File: src/rtl/cmd_exec_sched.sv
// Fetches a command, holds it until TIME_START, then plays N pulses with blanking.
// Define SCHED_TIMEOUT_EN to build the DATA_WR watchdog (TOUT); otherwise WAIT blocks forever.
module cmd_exec_sched #(
  parameter int unsigned TIMEOUT     = 4096,
  parameter int unsigned LATE_MARGIN = 0
) (
  input  logic        CLK,
  input  logic        rst_n,
  input  logic [63:0] TIME,
  input  logic        SYS_TIME_UPDATE,
  input  logic        DATA_WR,
  input  logic [63:0] TIME_START_z,
  input  logic [15:0] N_impuls_z,
  input  logic [31:0] Interval_Ti_z,
  input  logic [31:0] Interval_Tp_z,
  input  logic [31:0] Tblank1_z,
  input  logic [31:0] Tblank2_z,
  output logic        REQ_COMM,
  output logic        IMP,
  output logic        BLANK,
  output logic        BUSY,
  output logic        CMD_START,
  output logic        LATE,
  output logic        TOUT
);

  typedef enum logic [2:0] {S_IDLE, S_REQ, S_WAIT, S_ARMED, S_PULSE, S_PAUSE} state_t;

  state_t      r_state;
  logic [63:0] r_ts;
  logic [15:0] r_n;
  logic [31:0] r_ti, r_tp, r_tb1, r_tb2;
  logic [31:0] r_hi_cnt, r_lo_cnt;
  logic [15:0] r_pcnt;
  logic [2:0]  r_stu;
  logic        r_req_comm, r_imp, r_blank, r_busy, r_cmd_start, r_late;

  logic        w_stu_rise, w_active, w_tmo;
  logic        w_late_new, w_blank_new, w_blank_arm, w_start;
  logic [31:0] w_ti_eff, w_lo_nxt;
  logic [15:0] w_pcnt_dec;
  logic        w_pblank_first, w_pblank_nxt;

  assign w_stu_rise  = r_stu[1] & ~r_stu[2];
  assign w_active    = r_state inside {S_ARMED, S_PULSE, S_PAUSE};
  assign w_late_new  = ({1'b0, TIME_START_z} + 65'(LATE_MARGIN)) < {1'b0, TIME};
  assign w_blank_new = ({1'b0, TIME} + {33'b0, Tblank1_z}) >= {1'b0, TIME_START_z};
  assign w_blank_arm = ({1'b0, TIME} + {33'b0, r_tb1}) >= {1'b0, r_ts};
  assign w_start     = TIME >= r_ts;
  assign w_ti_eff    = (r_ti == 32'd0) ? 32'd1 : r_ti;
  assign w_lo_nxt    = r_lo_cnt - 32'd1;
  assign w_pcnt_dec  = r_pcnt - 16'd1;
  // Pause blanking: lead-out window at the start, lead-in window at the end.
  assign w_pblank_first = (r_tb2 != 32'd0) || (r_tp <= r_tb1);
  assign w_pblank_nxt   = ((r_tp - w_lo_nxt) < r_tb2) || (w_lo_nxt <= r_tb1);

`ifdef SCHED_TIMEOUT_EN
  logic [31:0] r_wcnt;
  logic        r_tout;
  assign w_tmo = (r_state == S_WAIT) && !DATA_WR && (r_wcnt == TIMEOUT - 1);
  always_ff @(posedge CLK) begin
    if (!rst_n) begin
      r_wcnt <= '0;
      r_tout <= 1'b0;
    end else begin
      r_wcnt <= (r_state == S_WAIT) ? r_wcnt + 32'd1 : 32'd0;
      if (w_tmo) r_tout <= 1'b1;
    end
  end
  assign TOUT = r_tout;
`else
  assign w_tmo = 1'b0;
  // TIMEOUT has no effect without the watchdog.
  assign TOUT  = 1'b0 && (TIMEOUT != 0);
`endif

  always_ff @(posedge CLK) begin
    if (!rst_n) begin
      r_state     <= S_IDLE;
      r_ts        <= '0;
      r_n         <= '0;
      r_ti        <= '0;
      r_tp        <= '0;
      r_tb1       <= '0;
      r_tb2       <= '0;
      r_hi_cnt    <= '0;
      r_lo_cnt    <= '0;
      r_pcnt      <= '0;
      r_stu       <= '0;
      r_req_comm  <= 1'b0;
      r_imp       <= 1'b0;
      r_blank     <= 1'b0;
      r_busy      <= 1'b0;
      r_cmd_start <= 1'b0;
      r_late      <= 1'b0;
    end else begin
      r_stu       <= {r_stu[1:0], SYS_TIME_UPDATE};
      r_req_comm  <= 1'b0;
      r_cmd_start <= 1'b0;
      if (w_stu_rise && w_active) begin
        // Abort issues the request on the same edge so it lines up with IMP dropping.
        r_state    <= S_WAIT;
        r_req_comm <= 1'b1;
        r_imp      <= 1'b0;
        r_blank    <= 1'b0;
        r_busy     <= 1'b0;
      end else begin
        case (r_state)
          S_IDLE: r_state <= S_REQ;
          S_REQ: begin
            r_req_comm <= 1'b1;
            r_state    <= S_WAIT;
          end
          S_WAIT: begin
            if (DATA_WR) begin
              r_ts  <= TIME_START_z;
              r_n   <= N_impuls_z;
              r_ti  <= Interval_Ti_z;
              r_tp  <= Interval_Tp_z;
              r_tb1 <= Tblank1_z;
              r_tb2 <= Tblank2_z;
              if (w_late_new) begin
                r_late  <= 1'b1;
                r_state <= S_REQ;
              end else if (N_impuls_z == 16'd0) begin
                r_state <= S_REQ;
              end else begin
                r_state <= S_ARMED;
                r_busy  <= 1'b1;
                r_blank <= w_blank_new;
              end
            end else if (w_tmo) begin
              r_state <= S_REQ;
            end
          end
          S_ARMED: begin
            if (w_start) begin
              r_state     <= S_PULSE;
              r_imp       <= 1'b1;
              r_blank     <= 1'b1;
              r_cmd_start <= 1'b1;
              r_hi_cnt    <= w_ti_eff;
              r_pcnt      <= r_n;
            end else begin
              r_blank <= w_blank_arm;
            end
          end
          S_PULSE: begin
            if (r_hi_cnt <= 32'd1) begin
              r_pcnt <= w_pcnt_dec;
              if (r_tp != 32'd0) begin
                r_state  <= S_PAUSE;
                r_lo_cnt <= r_tp;
                r_imp    <= 1'b0;
                r_blank  <= w_pblank_first;
              end else if (w_pcnt_dec != 16'd0) begin
                r_hi_cnt <= w_ti_eff;
              end else begin
                r_state <= S_REQ;
                r_imp   <= 1'b0;
                r_blank <= 1'b0;
                r_busy  <= 1'b0;
              end
            end else begin
              r_hi_cnt <= r_hi_cnt - 32'd1;
            end
          end
          S_PAUSE: begin
            if (r_lo_cnt <= 32'd1) begin
              if (r_pcnt != 16'd0) begin
                r_state  <= S_PULSE;
                r_imp    <= 1'b1;
                r_blank  <= 1'b1;
                r_hi_cnt <= w_ti_eff;
              end else begin
                r_state <= S_REQ;
                r_blank <= 1'b0;
                r_busy  <= 1'b0;
              end
            end else begin
              r_lo_cnt <= w_lo_nxt;
              r_blank  <= w_pblank_nxt;
            end
          end
          default: r_state <= S_IDLE;
        endcase
      end
    end
  end

  assign REQ_COMM  = r_req_comm;
  assign IMP       = r_imp;
  assign BLANK     = r_blank;
  assign BUSY      = r_busy;
  assign CMD_START = r_cmd_start;
  assign LATE      = r_late;

endmodule

File: config.mk
export PLATFORM = sky130hd
export DESIGN_NAME = cmd_exec_sched
export DESIGN_NICKNAME = d
export VERILOG_FILES = /design/src/rtl/cmd_exec_sched.sv
export SDC_FILE = /design/constraint.sdc
export NUM_CORES = 2
export LEC_CHECK = 0
export BUFFER_PORTS_ARGS = -buffer_cell sky130_fd_sc_hd__buf_4
export CAP_MARGIN = 15
export CORE_UTILIZATION = 35
export DETAILED_ROUTE_END_ITERATION = 12
export PLACE_DENSITY = 0.61
export SETUP_SLACK_MARGIN = 0.3
export SYNTH_ARGS = -nofsm -noshare
export SYNTH_HDL_FRONTEND = slang
export SYNTH_SLANG_ARGS = --single-unit
File: constraint.sdc
create_clock -name CLK -period 7.8 [get_ports CLK]
set_clock_uncertainty 0.1 [all_clocks]
set_input_delay 1.17 -clock CLK [delete_from_list [all_inputs] [get_ports CLK]]
set_output_delay 1.17 -clock CLK [all_outputs]
set_load 0.05 [all_outputs]
==> results.json <==
{
  "post-place-ws_ns": 0.9448,
  "cts_repair_resize_count": 0,
  "layout_min_cycle_time_ns": 6.248,
  "die_area_um2": 80010,
  "yosysTopAreaCell": "dfxtp_1",
  "reg2reg_depth": 28,
  "cap_violations": 0,
  "crit-reg2reg-launch": "r_lo_cnt[0]$_SDFFE_PN0P_",
  "wl_um": 88200,
  "ys_types": 97,
  "setup_violations": 0,
  "crit_type": "in2reg",
  "ys_warn_count": 0,
  "p_leak_nw": 13.67,
  "cp-endpoint": "BLANK$_SDFFE_PP0P_",
  "tns_ns": 0,
  "ant_nets": 0,
  "place.gp.congestion": 0.9037,
  "syn2layout_area_growth_pct": 15.39,
  "firstDrtPassIters": 5,
  "antenna_found_initial": 15,
  "grt_pass1_vias": 25220,
  "yosysTopAreaCellShare_pct": 21.75,
  "tightest_slew_ns": 1.133,
  "die_y_um": 282.9,
  "seqCellArea_um2": 6006,
  "cts-root-buf": "clkbuf_16",
  "fin_crit_sh_pct": 80.10,
  "grt-ovfl-total": 0,
  "holdWs_ns": 0.3317,
  "die_w_um": 282.9,
  "vias": 26500,
  "synthesis.instances": 3713,
  "cp-start-kind": "input pin",
  "ys_seq_elements": 300,
  "htreeDepth": 2,
  "cts_sinks": 300,
  "io_buffers": 281,
  "worst_slack_ns": 1.552,
  "powerDensity_nw_per_um2": 224.5,
  "core_um2": 77720,
  "post_cts_buffers": 0,
  "async_flop_share_pct": 0,
  "synthTopCellsByArea": "dfxtp_1 22%, ha_1 20%, a21oi_1 7.9%, nand2_1 7.9%, xnor2_1 4.7%",
  "hold_viol_final": 0,
  "avgViaCountPerCell": 5.341,
  "io_pins": 283,
  "cp.arrival_ns": 6.63,
  "reg2reg_to": "BLANK$_SDFFE_PP0P_",
  "yosysSeqAreaShare_pct": 21.75,
  "r2r_slack_ns": 1.61,
  "hp-start": "r_stu[0]$_SDFF_PN0_",
  "pwr-share-seq_pct": 26.2,
  "dpl.hpwl_um": 68920,
  "grt_use_total_pct": 21.68,
  "clockBufferDepth": 3,
  "p_sw_share_pct": 42.84,
  "postCtsHoldBufs": 0,
  "synth_common_cells": "578 x nand2_1, 441 x ha_1, 434 x a21oi_1",
  "cts_tree": "built",
  "slew_headroom_pct": 24.44,
  "synth_most_common_cell": "nand2_1",
  "syn_area_per_cell_um2": 7.436,
  "maxSlewViolCount": 0,
  "hold_depth": 1,
  "multi_input_area_um2": 19790,
  "ys.flop_type": "dfxtp_1",
  "synth-edff-count": 0,
  "final_nets": 4615,
  "vdd_drop_max_mv": 0.1390,
  "drc": 0,
  "p_total_w": 0.007153,
  "num-fill-cells": 8026,
  "syn_area_um2": 27610,
  "clk_pin_slew_worst_paths_ns": 0.06,
  "rows": 102,
  "dr.first_iter.drc_count": 1670,
  "grt_max_degree": 144,
  "share_comb_of_total_power_pct": 47.7,
  "drive_gt1_share_pct": 10.92,
  "required_ns": 8.19,
  "outcome": "finished clean",
  "fmax_mhz": 160.1,
  "syn_nets": 4433,
  "critPathLaunch": "TIME[0]",
  "rsz0062_at_grt": "no",
  "crit_path_end_kind": "flip-flop",
  "cp_max_fo": 16,
  "p_sw_w": 0.003064,
  "avgRoutedWirePerCell_um": 17.77,
  "hold_class": "reg2reg",
  "grt_pass1_wl_um": 137500,
  "clock_latency_ns": 0.59,
  "p_int_w": 0.004089,
  "initial_core_util_pct": 35.52,
  "p_clk_share_pct": 26.2,
  "cts_buffers": 39
}
## routing by layer
metal | vias to the layer above | GRT usage, % | wire length [µm]
met5 | - | 0 | 160
li1 | 13510 | - | -
met3 | 130 | 3.055 | 4207
met1 | 12290 | 28.40 | 40290
met2 | 545 | 36.98 | 41440
met4 | 24 | 5.766 | 2094
## worst min-delay path by stage
stage	endpoint	slack, ns
floorplan	r_stu[1]$_SDFF_PN0_	0.31
global route	r_stu[1]$_SDFF_PN0_	0.35
CTS	r_stu[1]$_SDFF_PN0_	0.34
global placement	r_stu[1]$_SDFF_PN0_	0.32
finish	r_stu[1]$_SDFF_PN0_	0.33
detailed placement	r_stu[1]$_SDFF_PN0_	0.32
## worst max-delay path: stages
cell	delay, ns
buf_4	0.13
ha_1	0.22
fa_1	0.40
a21o_1	0.19
a21oi_1	0.29
o21ai_0	0.19
a21o_1	0.27
a211oi_1	0.42
o31ai_1	0.19
a41o_1	0.30
a21o_1	0.20
a21oi_1	0.14
buf_4	0.26
nor2_1	0.09
xnor2_1	0.13
ha_1	0.29
a21o_1	0.15
a21oi_1	0.13
nor2b_1	0.06
o21ai_0	0.21
a21oi_1	0.10
a211oi_1	0.26
o211ai_1	0.15
a211o_1	0.30
nor3_1	0.15
nor4_1	0.09
o2bb2ai_1	0.14
## cell type report
cell class	instances	share of cell area (%)
inverter	320	3.794
timing repair buffer	297	7.077
clock inverter	14	0.6284
sequential	300	18.85
clock buffer	53	3.448
multi-input combinational	2937	62.11
tap	1040	4.084
antenna	1	0.007855
## sequential cells by signal, indices dropped and copies added (netlist names), 3 cells and up
name	count
r_state	3
r_pcnt	16
r_hi_cnt	32
r_tb2	32
r_stu	3
r_lo_cnt	32
r_n	16
r_ts	64
r_ti	32
r_tp	32
r_tb1	32
## cells by family (layout without fill, tap and decap cells)
kind of cell / Yosys count / in the layout / synth area share, %
compound gates: 992 / 992 / 22.73
xor+xnor: 189 / 189 / 6.127
fa+ha+maj: 456 / 456 / 20.65
buf+inv: 476 / 684 / 6.761
flops: 300 / 300 / 21.75
mux: 5 / 5 / 0.1813
other cells: 1 / 2 / 0.01358
simple gates: 1294 / 1294 / 21.78
## power by group through the flow
| stage | logic (W) | registers, W | clock network (W) |
|---|---|---|---|
| floorplan | 0.00244 | 0.00185 | 0 |
| global placement | 0.00338 | 0.00190 | 0 |
| detailed placement | 0.00340 | 0.00190 | 0 |
| CTS | 0.00342 | 0.00187 | 0.00193 |
| global route | 0.00386 | 0.00189 | 0.00199 |
| finish | 0.00341 | 0.00187 | 0.00187 |
## metrics by stage
| stage | area [µm²] | util, % | instances |
|---|---|---|---|
| final | 31860 | 40.99 | 4962 |
| after global routing | 31860 | 40.99 | 4962 |
| after CTS | 31840 | 40.96 | 4960 |
| after detailed placement | 30540 | 39.29 | 4893 |
| after global placement | 30540 | 39.29 | 4893 |
| after floorplan | 27610 | - | 3713 |
## cells in the final DEF (no fill, tap or decap), types with 37 or more instances in the layout
cell / count
nand4_1: 91
nor4_1: 46
dfxtp_1: 300
o211ai_1: 41
a21o_1: 140
a21oi_1: 434
nor3_1: 85
buf_4: 295
nand3_1: 55
nand2_1: 577
ha_1: 441
nand2b_1: 38
inv_1: 318
o21ai_0: 104
xor2_1: 37
xnor2_1: 148
nor2_1: 248
clkbuf_16: 39
Power figures use the tool's default switching activity.
